[src/rtl/tlc1543_xfer_if.sv]
// ============================================================================
// Module      : tlc1543_xfer_if
// Description : Bundle of request, ADC pin and result signals for the
//               TLC1543 transaction sequencer.
//               Requester side (master) drives:
//                 start, channel, eoc_rise, adc_dout
//               Sequencer side (slave) drives:
//                 adc_cs_n, adc_ioclk, adc_addr, busy, data_out,
//                 result_ch, data_valid, timeout
// Revision    : 1.0 - initial release
// ============================================================================
`default_nettype none

interface tlc1543_xfer_if;
    logic       start;       // one-cycle conversion request
    logic [3:0] channel;     // address captured together with start
    logic       eoc_rise;    // rising-edge pulse of the EOC pin
    logic       adc_dout;    // ADC DATA OUT pin
    logic       adc_cs_n;    // ADC chip select
    logic       adc_ioclk;   // ADC I/O CLOCK
    logic       adc_addr;    // ADC ADDRESS pin
    logic       busy;        // transaction in progress
    logic [9:0] data_out;    // last result, MSB first received
    logic [3:0] result_ch;   // channel that data_out belongs to
    logic       data_valid;  // one-cycle pulse on data_out update
    logic       timeout;     // sticky EOC timeout flag

    modport master (
        output start, channel, eoc_rise, adc_dout,
        input  adc_cs_n, adc_ioclk, adc_addr, busy,
               data_out, result_ch, data_valid, timeout
    );

    modport slave (
        input  start, channel, eoc_rise, adc_dout,
        output adc_cs_n, adc_ioclk, adc_addr, busy,
               data_out, result_ch, data_valid, timeout
    );
endinterface

`default_nettype wire

[src/rtl/tlc1543_xfer.sv]
// ============================================================================
// Module      : tlc1543_xfer
// Description : Transaction sequencer for the TLC1543 10-bit serial ADC.
//               On each accepted start it drops CS, clocks the 4-bit
//               channel address out MSB-first while clocking the previous
//               conversion result in, releases CS, waits for the EOC
//               rising-edge pulse (or a timeout) and publishes the word.
// Ports       : clk_in - system clock, rising edge
//               rst_n  - asynchronous active-low reset
//               bus    - tlc1543_xfer_if.slave (request, ADC pins, result)
// Revision    : 1.0 - initial release
// ============================================================================
`default_nettype none

module tlc1543_xfer #(
    parameter int CLK_DIV     = 25,   // clk_in cycles per I/O-clock half period (>=2)
    parameter int CS_SETUP    = 4,    // clk_in cycles from CS fall to SHIFT (>=1)
    parameter int EOC_TIMEOUT = 5000  // WAIT_EOC abort threshold (>=1)
) (
    input wire            clk_in,
    input wire            rst_n,
    tlc1543_xfer_if.slave bus
);

    // ------------------------------------------------------------------
    // Counter sizing
    // ------------------------------------------------------------------
    localparam int c_CNT_MAX = (CS_SETUP > EOC_TIMEOUT) ? CS_SETUP : EOC_TIMEOUT;
    localparam int c_CNT_W   = $clog2(c_CNT_MAX + 1);
    localparam int c_HALF_W  = $clog2(CLK_DIV);

    localparam logic [c_CNT_W-1:0]  c_SETUP_LAST = c_CNT_W'(CS_SETUP - 1);
    // Without an EOC pulse WAIT_EOC lasts EOC_TIMEOUT+1 cycles, so DONE
    // lands EOC_TIMEOUT+1 cycles after the first cycle with CS high.
    localparam logic [c_CNT_W-1:0]  c_EOC_LAST   = c_CNT_W'(EOC_TIMEOUT);
    localparam logic [c_HALF_W-1:0] c_HALF_LAST  = c_HALF_W'(CLK_DIV - 1);
    localparam logic [3:0]          c_LAST_BIT   = 4'd9;

    typedef enum logic [2:0] {
        S_IDLE     = 3'd0,
        S_SETUP    = 3'd1,
        S_SHIFT    = 3'd2,
        S_HOLD     = 3'd3,
        S_WAIT_EOC = 3'd4,
        S_DONE     = 3'd5
    } state_t;

    state_t              r_state;
    logic [c_CNT_W-1:0]  r_cnt;       // SETUP length / EOC timeout
    logic [c_HALF_W-1:0] r_half;      // position inside an I/O-clock half period
    logic [3:0]          r_bit;       // bit period 0..9 within SHIFT
    logic [9:0]          r_shift;     // incoming result, MSB first
    logic [3:0]          r_cur_ch;    // channel addressed by this transaction
    logic [3:0]          r_prev_ch;   // channel the ADC is returning now
    logic                r_cs_n;
    logic                r_ioclk;
    logic                r_addr;
    logic                r_busy;
    logic [9:0]          r_data_out;
    logic [3:0]          r_result_ch;
    logic                r_data_valid;
    logic                r_timeout;

    always_ff @(posedge clk_in or negedge rst_n) begin
        if (!rst_n) begin
            r_state      <= S_IDLE;
            r_cnt        <= '0;
            r_half       <= '0;
            r_bit        <= 4'd0;
            r_shift      <= 10'd0;
            r_cur_ch     <= 4'd0;
            r_prev_ch    <= 4'hF;
            r_cs_n       <= 1'b1;
            r_ioclk      <= 1'b0;
            r_addr       <= 1'b0;
            r_busy       <= 1'b0;
            r_data_out   <= 10'd0;
            r_result_ch  <= 4'hF;
            r_data_valid <= 1'b0;
            r_timeout    <= 1'b0;
        end else begin
            r_data_valid <= 1'b0;

            case (r_state)
                S_IDLE: begin
                    if (bus.start) begin
                        r_cur_ch  <= bus.channel;
                        r_timeout <= 1'b0;
                        r_busy    <= 1'b1;
                        r_cs_n    <= 1'b0;
                        // Address MSB must already be on the pin during SETUP.
                        r_addr    <= bus.channel[3];
                        r_cnt     <= '0;
                        r_state   <= S_SETUP;
                    end
                end

                S_SETUP: begin
                    if (r_cnt == c_SETUP_LAST) begin
                        r_cnt   <= '0;
                        r_half  <= '0;
                        r_bit   <= 4'd0;
                        r_ioclk <= 1'b0;
                        r_state <= S_SHIFT;
                    end else begin
                        r_cnt <= r_cnt + 1'b1;
                    end
                end

                S_SHIFT: begin
                    if (r_half == c_HALF_LAST) begin
                        r_half <= '0;
                        if (!r_ioclk) begin
                            // Rising edge of the I/O clock: capture DATA OUT.
                            r_ioclk <= 1'b1;
                            r_shift <= {r_shift[8:0], bus.adc_dout};
                        end else begin
                            // Falling edge: the ADC latched the address bit on
                            // the rise, so the next one goes out now, giving a
                            // full low phase of setup before the next rise.
                            r_ioclk <= 1'b0;
                            case (r_bit)
                                4'd0:    r_addr <= r_cur_ch[2];
                                4'd1:    r_addr <= r_cur_ch[1];
                                4'd2:    r_addr <= r_cur_ch[0];
                                default: r_addr <= 1'b0;
                            endcase
                            if (r_bit == c_LAST_BIT) begin
                                r_state <= S_HOLD;
                            end else begin
                                r_bit <= r_bit + 4'd1;
                            end
                        end
                    end else begin
                        r_half <= r_half + 1'b1;
                    end
                end

                S_HOLD: begin
                    if (r_half == c_HALF_LAST) begin
                        r_half  <= '0;
                        r_cs_n  <= 1'b1;
                        r_cnt   <= '0;
                        r_state <= S_WAIT_EOC;
                    end else begin
                        r_half <= r_half + 1'b1;
                    end
                end

                S_WAIT_EOC: begin
                    // DONE's outputs are registered on the way in so that
                    // data_valid is high exactly during the DONE cycle.
                    if (bus.eoc_rise || (r_cnt == c_EOC_LAST)) begin
                        if (!bus.eoc_rise) begin
                            r_timeout <= 1'b1;
                        end
                        r_data_out   <= r_shift;
                        r_result_ch  <= r_prev_ch;
                        r_prev_ch    <= r_cur_ch;
                        r_data_valid <= 1'b1;
                        r_state      <= S_DONE;
                    end else begin
                        r_cnt <= r_cnt + 1'b1;
                    end
                end

                S_DONE: begin
                    r_busy  <= 1'b0;
                    r_state <= S_IDLE;
                end

                default: begin
                    r_state <= S_IDLE;
                end
            endcase
        end
    end

    assign bus.adc_cs_n   = r_cs_n;
    assign bus.adc_ioclk  = r_ioclk;
    assign bus.adc_addr   = r_addr;
    assign bus.busy       = r_busy;
    assign bus.data_out   = r_data_out;
    assign bus.result_ch  = r_result_ch;
    assign bus.data_valid = r_data_valid;
    assign bus.timeout    = r_timeout;

endmodule

`default_nettype wire

[src/flat_wrapper.sv]
// flat-port wrapper written by rule: the top's interface ports become plain ports
module tlc1543_xfer_flat 
#(
    parameter int CLK_DIV     = 25,                                                   
    parameter int CS_SETUP    = 4,                                                
    parameter int EOC_TIMEOUT = 5000                                   
)
  (clk_in, rst_n, bus_start, bus_channel, bus_eoc_rise, bus_adc_dout, bus_adc_cs_n, bus_adc_ioclk, bus_adc_addr, bus_busy, bus_data_out, bus_result_ch, bus_data_valid, bus_timeout);
  tlc1543_xfer_if bus_i ();
  input wire clk_in;
  input wire rst_n;
  input wire logic [$bits(bus_i.start)-1:0] bus_start;
  input wire logic [$bits(bus_i.channel)-1:0] bus_channel;
  input wire logic [$bits(bus_i.eoc_rise)-1:0] bus_eoc_rise;
  input wire logic [$bits(bus_i.adc_dout)-1:0] bus_adc_dout;
  output wire logic [$bits(bus_i.adc_cs_n)-1:0] bus_adc_cs_n;
  output wire logic [$bits(bus_i.adc_ioclk)-1:0] bus_adc_ioclk;
  output wire logic [$bits(bus_i.adc_addr)-1:0] bus_adc_addr;
  output wire logic [$bits(bus_i.busy)-1:0] bus_busy;
  output wire logic [$bits(bus_i.data_out)-1:0] bus_data_out;
  output wire logic [$bits(bus_i.result_ch)-1:0] bus_result_ch;
  output wire logic [$bits(bus_i.data_valid)-1:0] bus_data_valid;
  output wire logic [$bits(bus_i.timeout)-1:0] bus_timeout;
  assign bus_i.start = bus_start;
  assign bus_i.channel = bus_channel;
  assign bus_i.eoc_rise = bus_eoc_rise;
  assign bus_i.adc_dout = bus_adc_dout;
  assign bus_adc_cs_n = bus_i.adc_cs_n;
  assign bus_adc_ioclk = bus_i.adc_ioclk;
  assign bus_adc_addr = bus_i.adc_addr;
  assign bus_busy = bus_i.busy;
  assign bus_data_out = bus_i.data_out;
  assign bus_result_ch = bus_i.result_ch;
  assign bus_data_valid = bus_i.data_valid;
  assign bus_timeout = bus_i.timeout;
  tlc1543_xfer #(.CLK_DIV(CLK_DIV), .CS_SETUP(CS_SETUP), .EOC_TIMEOUT(EOC_TIMEOUT)) u_core (.clk_in(clk_in), .rst_n(rst_n), .bus(bus_i));
endmodule
[config.mk]
export PLATFORM = sky130hd
export DESIGN_NAME = tlc1543_xfer_flat
export DESIGN_NICKNAME = d
export VERILOG_FILES = /design/src/rtl/tlc1543_xfer_if.sv /design/src/rtl/tlc1543_xfer.sv /design/src/flat_wrapper.sv
export SDC_FILE = /design/constraint.sdc
export NUM_CORES = 1
export LEC_CHECK = 0
export ABC_AREA = 1
export CORE_MARGIN = 2
export CORE_UTILIZATION = 55
export CTS_BUF_LIST = sky130_fd_sc_hd__clkbuf_8
export DETAILED_ROUTE_END_ITERATION = 6
export GPL_TIMING_DRIVEN = 0
export PLACE_DENSITY_LB_ADDON = 0.3
export SLEW_MARGIN = 30
export SYNTH_ARGS = -nofsm -noshare
export SYNTH_HDL_FRONTEND = slang
export SYNTH_SLANG_ARGS = --single-unit
[constraint.sdc]
create_clock -name clk_in -period 2.6 [get_ports clk_in]
set_input_delay 0.65 -clock clk_in [delete_from_list [all_inputs] [get_ports clk_in]]
set_output_delay 0.65 -clock clk_in [all_outputs]
set_load 0.01 [all_outputs]
==> qor.yml <==
yosys:
  ys_types: 33
  synthCells: 421
  yosys_register_bits: 63
  yosysSeqAreaShare_pct: 47.8
  yosysWarningCount: 0
  syn_nets: 438
  syn_area_um2: 3320
  avgSynthCellArea_um2: 7.89
clocking:
  clock_sinks: 63
  clock_latency_ns: 0.35
  cts_tree: "done"
  clk_path_buf_depth: 2
  clock-root-buffer: "clkbuf_8"
  cts.hold.buffers_added: 0
  cts.clk_slew.worst_paths_ns: 0.08
  numCtsBuffers: 9
  cts_resized: 0
  cts_setup_buffers: 0
  htree_levels: 3
finish:
  syn_to_final_growth_pct: 18.7
  area.sequential_um2: 1590
  antenna_cells: 0
  layout-drive-gt1-share_pct: 11.4
  final_cell_area_um2: 3950
  fin_nets: 478
  multi_input_area_um2: 1490
  fill_cells: 486
place:
  place_hpwl_um: 5100
  numPortBuffers: 28
  place_area_um2: 3710
  place.gp.congestion: 0.910
pwr:
  design_power_total_mw: 3.69
  p_per_area_nw_per_um2: 935
  p_leak_nw: 1.82
  vdd_ir_drop_max_mv: 0.558
worst_setup_path:
  reg2reg_to: "u_core.r_bit[3]"
  r2r-start: "u_core.r_cnt[0]"
  worstRegToRegCells: 8
  slowest_delay_ns: 0.54
  crit_path_start_kind: "flop"
  r2r_slack_ns: 0.64
  critPathArrivalTime_ns: 1.42
  path_class: "flop to output pin"
  required_ns: 1.95
  cp.depth: 1
  worst_path_dominant_cell_family: "flip-flops"
  cp_num_buf_inv: 1
  cpMaxStageDelayCell: "dfstp_2"
  cp-end-kind: "output pin"
  path_cells: "clkdlybuf4s50_1"
  cp_max_fo: 2
global_routing:
  grt_util_all_layers_pct: 25.0
  grt_pass1_wl_um: 12700
  grt_start_max_net_pins: 44
  gr-total-overflow: 0
  first_global_vias: 2891
  antenna_found_initial: 0
sta:
  timing.final.crit_period_ns: 2.07
  finalSetupTns_ns: 0
  holdWs_ns: 0.177
  rsz0062_at_grt: "no"
  slew_headroom_pct: 55.0
  maxSlewViolCount: 0
  fin_crit_sh_pct: 79.5
  hold_viol_final: 0
  clock.fmax_mhz: 484
  worst-slew-pin-transition_ns: 0.668
  finalSetupViolations: 0
  fin_worst_skew_ns: 0.00961
detailed_routing:
  first_iter_violations: 197
  ant_nets: 0
  first_pass_iters: 5
  drc: 0
  vias: 2935
  wl_um: 7290
  wl_per_cell_um: 13.5
  viasPerCell: 5.43
die:
  dieHeight_um: 81.7
  ios: 29
  rows: 28
  start_util_pct: 56.5
  core_area_um2: 5890
  dieWidth_um: 81.7
  die_area_um2: 6680
hold_path:
  worstHoldPathType: "input pin to asynchronous set/reset pin"
run_status:
  status: "finished clean"
flow_run:
  cap_violations: 0
==> sequential cells by signal, indices dropped and copies added, names as in the netlist <==
register / cells
u_core.r_cnt: 13
u_core.bus.data_out: 10
u_core.r_shift: 10
u_core.r_half: 5
u_core.bus.result_ch: 4
u_core.r_bit: 4
u_core.r_cur_ch: 4
u_core.r_prev_ch: 4
u_core.r_state: 3
u_core.bus.adc_addr: 1
u_core.bus.adc_cs_n: 1
u_core.bus.adc_ioclk: 1
u_core.bus.busy: 1
u_core.bus.data_valid: 1
u_core.bus.timeout: 1
==> layout by cell type, fill, tap and decap left out, types with 2 or more instances in the layout <==
cell type,netlist,layout
xnor2_1,2,2
o21ai_0,27,27
dfstp_2,9,9
clkdlybuf4s50_1,0,27
nand2_1,148,148
o211ai_1,9,9
inv_1,40,40
clkbuf_1,2,2
buf_6,4,4
nor2_2,2,2
buf_2,4,4
nand3_1,30,30
nand4_1,11,11
clkbuf_8,0,10
o21ai_1,8,8
inv_2,3,3
nor2_1,31,31
clkinvlp_4,0,2
nand2_4,2,2
ha_1,8,8
nor3_4,2,2
buf_4,1,2
a21oi_1,7,7
dfrtp_1,54,54
bufinv_16,0,2
xor2_1,3,3
o21ai_2,4,4
==> layer usage <==
metal | vias up | wire [µm] | global-route usage (%)
met5 | - | 0 | 0
met1 | 1399 | 3260 | 32.3
met3 | 10 | 369 | 4.62
li1 | 1445 | - | -
met4 | 0 | 123 | 10.3
met2 | 81 | 3540 | 41.4
==> cell type report <==
| class | instances | area share (%) |
|---|---|---|
| buffer | 11 | 2.03 |
| clock buffer | 10 | 3.49 |
| clock inverter | 6 | 2.35 |
| inverter | 44 | 4.22 |
| multi-input combinational | 303 | 37.7 |
| sequential | 63 | 40.2 |
| tap | 75 | 2.38 |
| timing repair buffer | 29 | 7.55 |
==> cells in the mapped netlist (all sizes together) <==
library cell	n	area [µm²]
dfstp	9	236
a21o	1	7.51
nand4	11	68.8
xnor2	2	17.5
o211ai	9	67.6
clkinv	1	5.00
o2111ai	1	8.76
ha	8	100
or2	1	6.26
buf	9	72.6
o41ai	1	8.76
xor2	3	26.3
nand3	31	160
clkbuf	2	7.51
nor2	34	140
nor3	3	37.5
o21ai	39	210
dfrtp	54	1350
a21oi	7	35.0
a32o	1	10.0
nand2	151	584
inv	43	161
==> worst max path at each step <==
stage,from,to
4_1_cts,u_core.bus.adc_cs_n,bus_adc_cs_n
2_1_floorplan,u_core.r_cnt[0],u_core.r_bit[0]
6_report,u_core.bus.result_ch[3],bus_result_ch[3]
5_1_grt,u_core.bus.adc_cs_n,bus_adc_cs_n
3_3_place_gp,rst_n,u_core.r_cur_ch[0]
3_5_place_dp,bus_start,u_core.bus.timeout
==> worst reg2reg max path, stage by stage (launching register included) <==
cell and delay [ns]:
dfrtp_1 0.43, ha_1 0.35, nand3_1 0.11, nor2_1 0.17, nand2_1 0.15, nand2_1 0.31
nand3_2 0.18, nand2_1 0.09, nand2_1 0.06
==> cells by family after synthesis <==
family          share of synthesized area [%]
simple gates                             30.0
fa+ha+maj                                3.01
compound gates                           10.5
flops                                    47.8
buf+inv                                  7.42
xor+xnor                                 1.32
==> metrics by stage <==
step	worst slack (ns)	util, %	cells
detailed placement	0.488	63.1	525
floorplan	1.06	-	421
finish	0.532	67.0	541
CTS	0.522	67.0	541
global route	0.489	67.0	541
global placement	-1.16	62.8	524
==> power breakdown <==
part	internal, mW	total [mW]	switching (mW)
registers	1.19	1.33	0.133
logic	0.482	1.36	0.878
clock network	0.571	1.00	0.431
total	2.25	3.69	1.44
Power figures use the tool's default switching activity.
==> edit: new RTL, same flow settings <==
`CS_SETUP` is set to 4 in 2 places; all go to 8.
--- a/src/rtl/tlc1543_xfer.sv
+++ b/src/rtl/tlc1543_xfer.sv
@@ -14,7 +14,7 @@
 
 module tlc1543_xfer #(
     parameter int CLK_DIV     = 25,   // clk_in cycles per I/O-clock half period (>=2)
-    parameter int CS_SETUP    = 4,    // clk_in cycles from CS fall to SHIFT (>=1)
+    parameter int CS_SETUP    = 8,    // clk_in cycles from CS fall to SHIFT (>=1)
     parameter int EOC_TIMEOUT = 5000  // WAIT_EOC abort threshold (>=1)
 ) (
     input wire            clk_in,
--- a/src/flat_wrapper.sv
+++ b/src/flat_wrapper.sv
@@ -2,7 +2,7 @@
 module tlc1543_xfer_flat 
 #(
     parameter int CLK_DIV     = 25,                                                   
-    parameter int CS_SETUP    = 4,                                                
+    parameter int CS_SETUP    = 8,                                                
     parameter int EOC_TIMEOUT = 5000                                   
 )
   (clk_in, rst_n, bus_start, bus_channel, bus_eoc_rise, bus_adc_dout, bus_adc_cs_n, bus_adc_ioclk, bus_adc_addr, bus_busy, bus_data_out, bus_result_ch, bus_data_valid, bus_timeout);
Formal check against the unedited RTL: no difference found for any inputs over 10 cycles, from zero or initial values and one cycle with rst_n low; that may be too few to reach the edited logic, so the function may still have changed.
==> edit against the unedited design <==
Final cell count down 2.6%. Critical endpoint unchanged. Critical path type unchanged. Die area down 2.5%. Global-route usage up 0.10 points. Count of clock-buffer cells in the layout unchanged. Area after synthesis down 2.6%. Worst setup slack better by 5.0 ps. Non-clock buffer count down 1. Total power down 3.0%. Routed wire length down 1.6%. Sequential cell count unchanged. Cell area down 2.3%.
==> edit: results (changes against the unedited design) <==
The flow ran to the end, and the final reports show no timing, DRC or antenna violations. The tools report the number of violations reported at the end of detailed-routing iteration 0 as 217 (was 197). The tools report the half-perimeter wire length after placement as 5000 µm (was 5100 µm). For the number of setup buffers added after CTS, the log shows 0 (unchanged). The leakage power figure is 0.00178 µW (was 0.00182 µW). The met1 usage in global routing is 0.327 (was 0.323), and the share of final-layout standard cells stronger than drive strength 1 is 0.112 (was 0.114).

The fraction of the mapped netlist area in compound gates was 0.117 (was 0.105); the detailed-routed wire length on met3 was 331 µm (was 369 µm). The detailed-route wire length is 7180 µm (was 7290 µm). The met2 global-route usage is 0.401 (was 0.414), and the number of global-route vias before repair is 2,736 (was 2,891). The routability-driven placement congestion ratio was 0.952 (was 0.910).

The run gives 0.251 (was 0.250) as the total global-route track usage. Area contributors post-synth: dfrtp_1 (42%), nand2_1 (16%), dfstp_2 (7.3%) (was dfrtp_1 (41%), nand2_1 (17%), dfstp_2 (7.1%)). The routed wire length on met2 was 3470 µm (was 3540 µm). The logs give 0.0618 (was 0.0462) for the routing usage on met3 and 466 (was 486) for the number of fillers in the final layout. The synthesized instance count is 410 (was 421).

The sequential element share of the synthesized area was 0.491 (was 0.478); the final routed wire length divided by cell count was 13.6 µm (was 13.5 µm). The critical path's slowest cell was dfstp_2 (unchanged). The global-route wire length before repair is 12,400 µm (was 12,700 µm). The total internal power was 2210 µW (was 2250 µW); the fraction of synthesized cell area in xor and xnor cells was 0.00812 (was 0.0132). The maximum number of pins on one net before global-route repair is 42 (was 44), and the placed instance area is 3620 µm² (was 3710 µm²). For the number of nets in the layout, the log shows 467 (was 478).

The headroom to the max-slew limit was 0.644 (was 0.550). The synthesis-to-finish area growth works out to 19.1% (was 18.7%). The total nets after synthesis was 427 (was 438); the adder-cell area share of the yosys netlist was 0.0309 (was 0.0301).

The run gives 452 ps (was 488 ps) as the worst setup timing slack at the placement stage. List of most frequent post-synthesis cells: nand2_1 (139), dfrtp_1 (54), inv_1 (41), o21ai_0 (32), nor2_1 (29) (was nand2_1 (148), dfrtp_1 (54), inv_1 (40), nor2_1 (31), nand3_1 (30)). Maximum VDD drop: 573 µV (was 558 µV).

The tools report the reported net switching power as 1370 µW (was 1440 µW). The routed via count is 2,892 (was 2,935). The post-route met1 wirelength is 3220 µm (was 3260 µm), and the count of distinct cell types in the synthesized netlist is 35 (was 33). The worst clock skew was 11.2 ps (was 9.61 ps); the clock latency of the later-clocked register in the worst-skew pair was 350 ps (about the same). For the total placed cells including tap cells, the log shows 511 (was 525).
==> edit: cell count changes after synthesis, sizes merged, moves of 2 or more <==
cell   before  now
nand2     151  141
nand3      31   23
o21ai      39   44
a21o        1    4
nand4      11    8
inv        43   45
==> edit: final timing paths <==
check                                        start                      end  slack, ps  cells after the start
hold / removal                               rst_n          u_core.r_cnt[8]        180                      1
max in group asynchronous                    rst_n      u_core.r_prev_ch[2]       1850                      2
min in group clk_in            u_core.r_prev_ch[2]  u_core.bus.result_ch[2]        460                      2
setup reg to reg                   u_core.r_cnt[0]          u_core.r_bit[0]        690                      8
hold reg to reg                u_core.r_prev_ch[2]  u_core.bus.result_ch[2]        460                      2
setup / recovery           u_core.bus.result_ch[3]         bus_result_ch[3]        540                      1
==> edit: layout make-up <==
cell class,instances,area share
Multi-Input combinational cell,291,0.367
Sequential cell,63,0.412
Inverter,46,0.0448
Timing Repair Buffer,29,0.0772
Clock inverter,6,0.0240
Tap cell,72,0.0234
Clock buffer,10,0.0357
Buffer,10,0.0156
